### src/rtl/serial_sub_ctrl_pkg.sv
// Shared constants for the bit-serial subtractor sequencer.
package serial_sub_ctrl_pkg;

  localparam int unsigned DEFAULT_WIDTH = 8;

  // The legacy numeric encodings are kept so existing state decodes still line up.
  localparam logic [1:0] ST_IDLE  = 2'd0;
  localparam logic [1:0] ST_SHIFT = 2'd1;
  localparam logic [1:0] ST_DONE  = 2'd2;

  typedef enum logic [1:0] {
    S_IDLE  = ST_IDLE,
    S_SHIFT = ST_SHIFT,
    S_DONE  = ST_DONE
  } state_e;

endpackage

### src/rtl/full_sub.sv
// One-bit full subtractor cell: d = a - b - bin, with borrow out.
module full_sub (
  input  logic a,
  input  logic b,
  input  logic bin,
  output logic d,
  output logic bout
);

  // Difference bit and borrow generated or propagated from the borrow-in.
  always_comb begin
    d    = a ^ b ^ bin;
    bout = (~a & b) | (~(a ^ b) & bin);
  end

endmodule

### src/rtl/serial_sub_ctrl.sv
// Bit-serial WIDTH-bit subtractor, LSB first, one shared full_sub cell.
module serial_sub_ctrl
  import serial_sub_ctrl_pkg::*;
#(
  parameter int unsigned WIDTH = DEFAULT_WIDTH,
  parameter int unsigned CW    = $clog2(WIDTH)
) (
  input  logic             clk,
  input  logic             rst_n,
  input  logic             start,
  input  logic             abort,
  input  logic [WIDTH-1:0] a,
  input  logic [WIDTH-1:0] b,
  input  logic             bin_init,
  output logic             busy,
  output logic             done,
  output logic [WIDTH-1:0] diff,
  output logic             borrow_out,
  output logic             zero
);

  state_e           state_q, state_d;
  logic [WIDTH-1:0] sh_a_q, sh_a_d;
  logic [WIDTH-1:0] sh_b_q, sh_b_d;
  logic [WIDTH-1:0] sh_d_q, sh_d_d;
  logic [CW-1:0]    cnt_q, cnt_d;
  logic             brw_q, brw_d;
  logic [WIDTH-1:0] diff_q, diff_d;
  logic             borrow_out_q, borrow_out_d;
  logic             zero_q, zero_d;

  logic             cell_diff;
  logic             cell_bout;
  logic [WIDTH-1:0] sh_d_next;

  full_sub u_cell (
    .a    (sh_a_q[0]),
    .b    (sh_b_q[0]),
    .bin  (brw_q),
    .d    (cell_diff),
    .bout (cell_bout)
  );

  // Next-state and datapath: load on accept, shift one bit per SHIFT cycle.
  always_comb begin
    state_d      = state_q;
    sh_a_d       = sh_a_q;
    sh_b_d       = sh_b_q;
    sh_d_d       = sh_d_q;
    cnt_d        = cnt_q;
    brw_d        = brw_q;
    diff_d       = diff_q;
    borrow_out_d = borrow_out_q;
    zero_d       = zero_q;
    sh_d_next    = {cell_diff, sh_d_q[WIDTH-1:1]};

    case (state_q)
      S_IDLE: begin
        if (start) begin
          sh_a_d  = a;
          sh_b_d  = b;
          brw_d   = bin_init;
          cnt_d   = '0;
          sh_d_d  = '0;
          state_d = S_SHIFT;
        end
      end
      S_SHIFT: begin
        if (abort) begin
          state_d = S_IDLE;
        end else begin
          sh_d_d = sh_d_next;
          sh_a_d = sh_a_q >> 1;
          sh_b_d = sh_b_q >> 1;
          brw_d  = cell_bout;
          cnt_d  = cnt_q + 1'b1;
          // Results are taken from the final-shift values directly so they land on the SHIFT->DONE edge.
          if (cnt_q == CW'(WIDTH - 1)) begin
            diff_d       = sh_d_next;
            borrow_out_d = cell_bout;
            zero_d       = (sh_d_next == '0);
            state_d      = S_DONE;
          end
        end
      end
      S_DONE:  state_d = S_IDLE;
      default: state_d = S_IDLE;
    endcase
  end

  // State and datapath registers with asynchronous clear.
  always_ff @(posedge clk or negedge rst_n) begin
    if (!rst_n) begin
      state_q      <= S_IDLE;
      sh_a_q       <= '0;
      sh_b_q       <= '0;
      sh_d_q       <= '0;
      cnt_q        <= '0;
      brw_q        <= 1'b0;
      diff_q       <= '0;
      borrow_out_q <= 1'b0;
      zero_q       <= 1'b0;
    end else begin
      state_q      <= state_d;
      sh_a_q       <= sh_a_d;
      sh_b_q       <= sh_b_d;
      sh_d_q       <= sh_d_d;
      cnt_q        <= cnt_d;
      brw_q        <= brw_d;
      diff_q       <= diff_d;
      borrow_out_q <= borrow_out_d;
      zero_q       <= zero_d;
    end
  end

  // Output decode.
  always_comb begin
    busy       = (state_q == S_SHIFT);
    done       = (state_q == S_DONE);
    diff       = diff_q;
    borrow_out = borrow_out_q;
    zero       = zero_q;
  end

endmodule

### config.mk
export PLATFORM = sky130hd
export DESIGN_NAME = serial_sub_ctrl
export DESIGN_NICKNAME = d
export VERILOG_FILES = /design/src/rtl/serial_sub_ctrl_pkg.sv /design/src/rtl/full_sub.sv /design/src/rtl/serial_sub_ctrl.sv
export SDC_FILE = /design/constraint.sdc
export NUM_CORES = 1
export LEC_CHECK = 0
export CAP_MARGIN = 20
export CORE_UTILIZATION = 56
export CTS_BUF_LIST = sky130_fd_sc_hd__clkbuf_16
export DETAILED_ROUTE_END_ITERATION = 7
export GPL_ROUTABILITY_DRIVEN = 0
export GPL_TIMING_DRIVEN = 0
export MAX_ROUTING_LAYER = met4
export PLACE_DENSITY = 0.84
export SLEW_MARGIN = 20
export SYNTH_ARGS = -nofsm -noshare
export SYNTH_HDL_FRONTEND = slang
export SYNTH_SLANG_ARGS = --single-unit
### constraint.sdc
create_clock -name clk -period 3.2 [get_ports clk]
set_input_delay 0.64 -clock clk [delete_from_list [all_inputs] [get_ports clk]]
set_output_delay 0.64 -clock clk [all_outputs]
set_load 0.03 [all_outputs]
==> summary.txt <==
Setup Crit Path Kind: flop to primary output
Setup slack after layout: 0.597 ns
Max VDD drop: 408 µV
Largest area contributor in the netlist: dfrtp_1
Most common cell in the netlist: dfrtp_1
Routed len/inst: 16.6 µm
Initial antenna violation count: 0
Final Hold Fails: 0
Yosys top cell area share: 0.517
Mean Syn Cell Area: 13.8 µm²
GRT met1 Usage: 0.306
TritonRoute pass-1 iters: 4
Met3 usage: 0.0779
Nets: 201
Main synth FF type: dfrtp_1
Switching portion of total power: 0.263
Layout area overhead: 28.3%
Total number of vias: 1210
Synth unique cells: 26
Setup WS pre-CTS: 0.885 ns
Crit start category: flop
Unrepaired setup endpoints after global routing: no
Post-Synth XOR/XNOR Area: 0
Port Buffers: 32
Largest family of logic cells by synthesized area: multiplexers
Crit path cell chain: clkbuf_1 -> nor2b_1 -> clkdlybuf4s50_1
Worst EP required: 2.56 ns
PD cells: 605 nW/µm²
Skew final: 0.00320 ns
Tmin final: 2.60 ns
Post-synthesis compound-gate area fraction: 0.0656
Switching power: 384 µW
TritonCTS clock tree: built
Slowest Stage Delay on Critical Path: 0.67 ns
Post-synthesis simple-gate area fraction: 0.0988
Synth area leaders: dfrtp_1 (52%), mux2_2 (16%), nor4bb_1 (4.8%), mux2_4 (4.8%), a21o_1 (4.0%)
CP arrival: 1.96 ns
Async SR Flop Fraction: 1.00
Register area share after synthesis: 0.517
Max Slew Vio Count: 0
Post-Synth Adder-Cell Area: 0.0239
GR peak layer: met2
CP Capture Type: primary output
First-pass GRT wire length: 6220 µm
Initial Utilization: 0.603
Total power: 1460 µW
Leak: 0.00117 µW
Hold buffers post-CTS: 0
Die Height: 60.0 µm
Most frequent cells after synthesis: dfrtp_1 (39), mux2_2 (26), a21o_1 (10)
Ports: 33
Clock Power Share: 0.310
Dpl hpwl: 2550 µm
Clk buf depth: 2
Die Span X: 60.0 µm
Drc violations: 0
Post-CTS setup buffers: 0
Status: complete, no violations
Root Driver: clkbuf_16
Cell Area, Synth: 1890 µm²
Part of the power in registers: 0.442
Final period utilization: 0.813
Core box area: 3130 µm²
Seq cells post-synth: 39
Number of global-route vias before repair: 1305
Max cap viols: 0
N_diodes: 0
CTS resizes: 0
All-layer global routing usage: 0.257
Grt met2 use: 0.413
Fraction of layout instances using a drive strength above 1: 0.270
Number of synthesis warnings: 0
Synth Instances: 137
Syn nets: 161
Max Fclk: 384 MHz
GRT overflow: 0
Slew @ Worst Pin: 0.465 ns
Post-layout util: 0.774
Slew headroom: 0.690
Hold WS: 0.285 ns
CTS Buf Count: 5
EDFF count, synth: 0
Slowest CP cell: clkdlybuf4s50_1
Total die area: 3610 µm²
CTS H-tree lvls: 2
Iteration-0 DRC Markers: 30
Int Pwr: 1080 µW
Mux share of post-synthesis cell area: 0.247
Crit Path Max Fanout: 10
Clock Pin Slew Worst Setup and Hold Paths: 0.05 ns
HP Class: input pin to async pin
Post-DRT Antenna Nets: 0
Vias per cell: 5.45
Setup violators final: 0
Gate power share: 0.248
Drt total wl: 3680 µm
Largest net degree at the start of global routing: 25
Final setup TNS: 0 ns
Clock insertion delay at the later pin of the skew report: 0.28 ns
# fillers: 208
Std-Cell Rows: 20
CTS Sinks: 39
[worst max-delay path, delay by kind of cell, from the launching register on]
kind,cells,cell delay (ns)
buf+inv,2,1.05
simple gates,1,0.18
flops,1,0.45
[cell type report]
cell class | instances | area [µm²] | share of cell area
Inverter | 5 | 18.8 | 0.00775
Multi-Input combinational cell | 84 | 822 | 0.340
Timing Repair Buffer | 33 | 343 | 0.142
Buffer | 9 | 70.1 | 0.0289
Sequential cell | 39 | 976 | 0.403
Clock inverter | 3 | 11.3 | 0.00465
Clock buffer | 5 | 125 | 0.0517
Tap cell | 44 | 55.1 | 0.0227
[power groups by stage]
stage	registers [µW]	logic [µW]	clock network (µW)
global placement	646	340	0
CTS	647	368	464
global route	658	398	484
detailed placement	654	359	0
finish	647	363	454
floorplan	644	248	0
[stage by stage]
stage,cells,instance area [µm²]
2_1_floorplan,137,1890
3_3_place_gp,213,2260
3_5_place_dp,214,2280
4_1_cts,222,2420
5_1_grt,222,2420
6_report,222,2420
[path summary, 6_finish.rpt]
| kind | slack [ns] | endpoint | cells past startpoint | from |
|---|---|---|---|---|
| hold / removal | 0.28 | diff[0] | 1 | rst_n |
| max in group asynchronous | 2.46 | sh_a_q[3] | 2 | rst_n |
| setup / recovery | 0.60 | done | 3 | state_q[1] |
| min in group clk | 0.49 | sh_a_q[4] | 1 | sh_a_q[4] |
| setup reg to reg | 1.49 | diff[5] | 5 | cnt_q[0] |
| hold reg to reg | 0.49 | sh_a_q[4] | 1 | sh_a_q[4] |
[cell families after synthesis]
| logic type | Yosys count |
|---|---|
| flip-flops | 39 |
| AND/OR/NAND/NOR | 24 |
| adder cells (fa/ha/maj) | 3 |
| multiplexers | 40 |
| buffers and inverters | 14 |
| AO/OA/AOI/OAI | 17 |
[state kept, by name, summed over array words and instances, names as in the netlist]
name	flops
borrow_out	1
brw_q	1
cnt_q	3
diff	8
sh_a_q	8
sh_b_q	8
sh_d_q	7
state_q	2
zero	1
[cells in the final DEF (no fill, tap or decap), drive strengths merged, types with 2 or more instances in the layout]
cell type and count:
nor4 2, nor2b 3, nand2 2, mux2 35
a21oi 3, clkbuf 8, ha 2, mux2i 5
nor2 3, inv 6, o21ai 3, dfrtp 39
buf 8, clkinv 2, nor4bb 9, clkdlybuf4s50 31
a21o 10
[layer usage]
| metal | wire [µm] | vias up |
|---|---|---|
| li1 | - | 568 |
| met1 | 1550 | 600 |
| met2 | 1890 | 34 |
| met3 | 163 | 8 |
| met4 | 77 | 0 |
| met5 | 0 | - |
(Power assumes the default switching activity.)
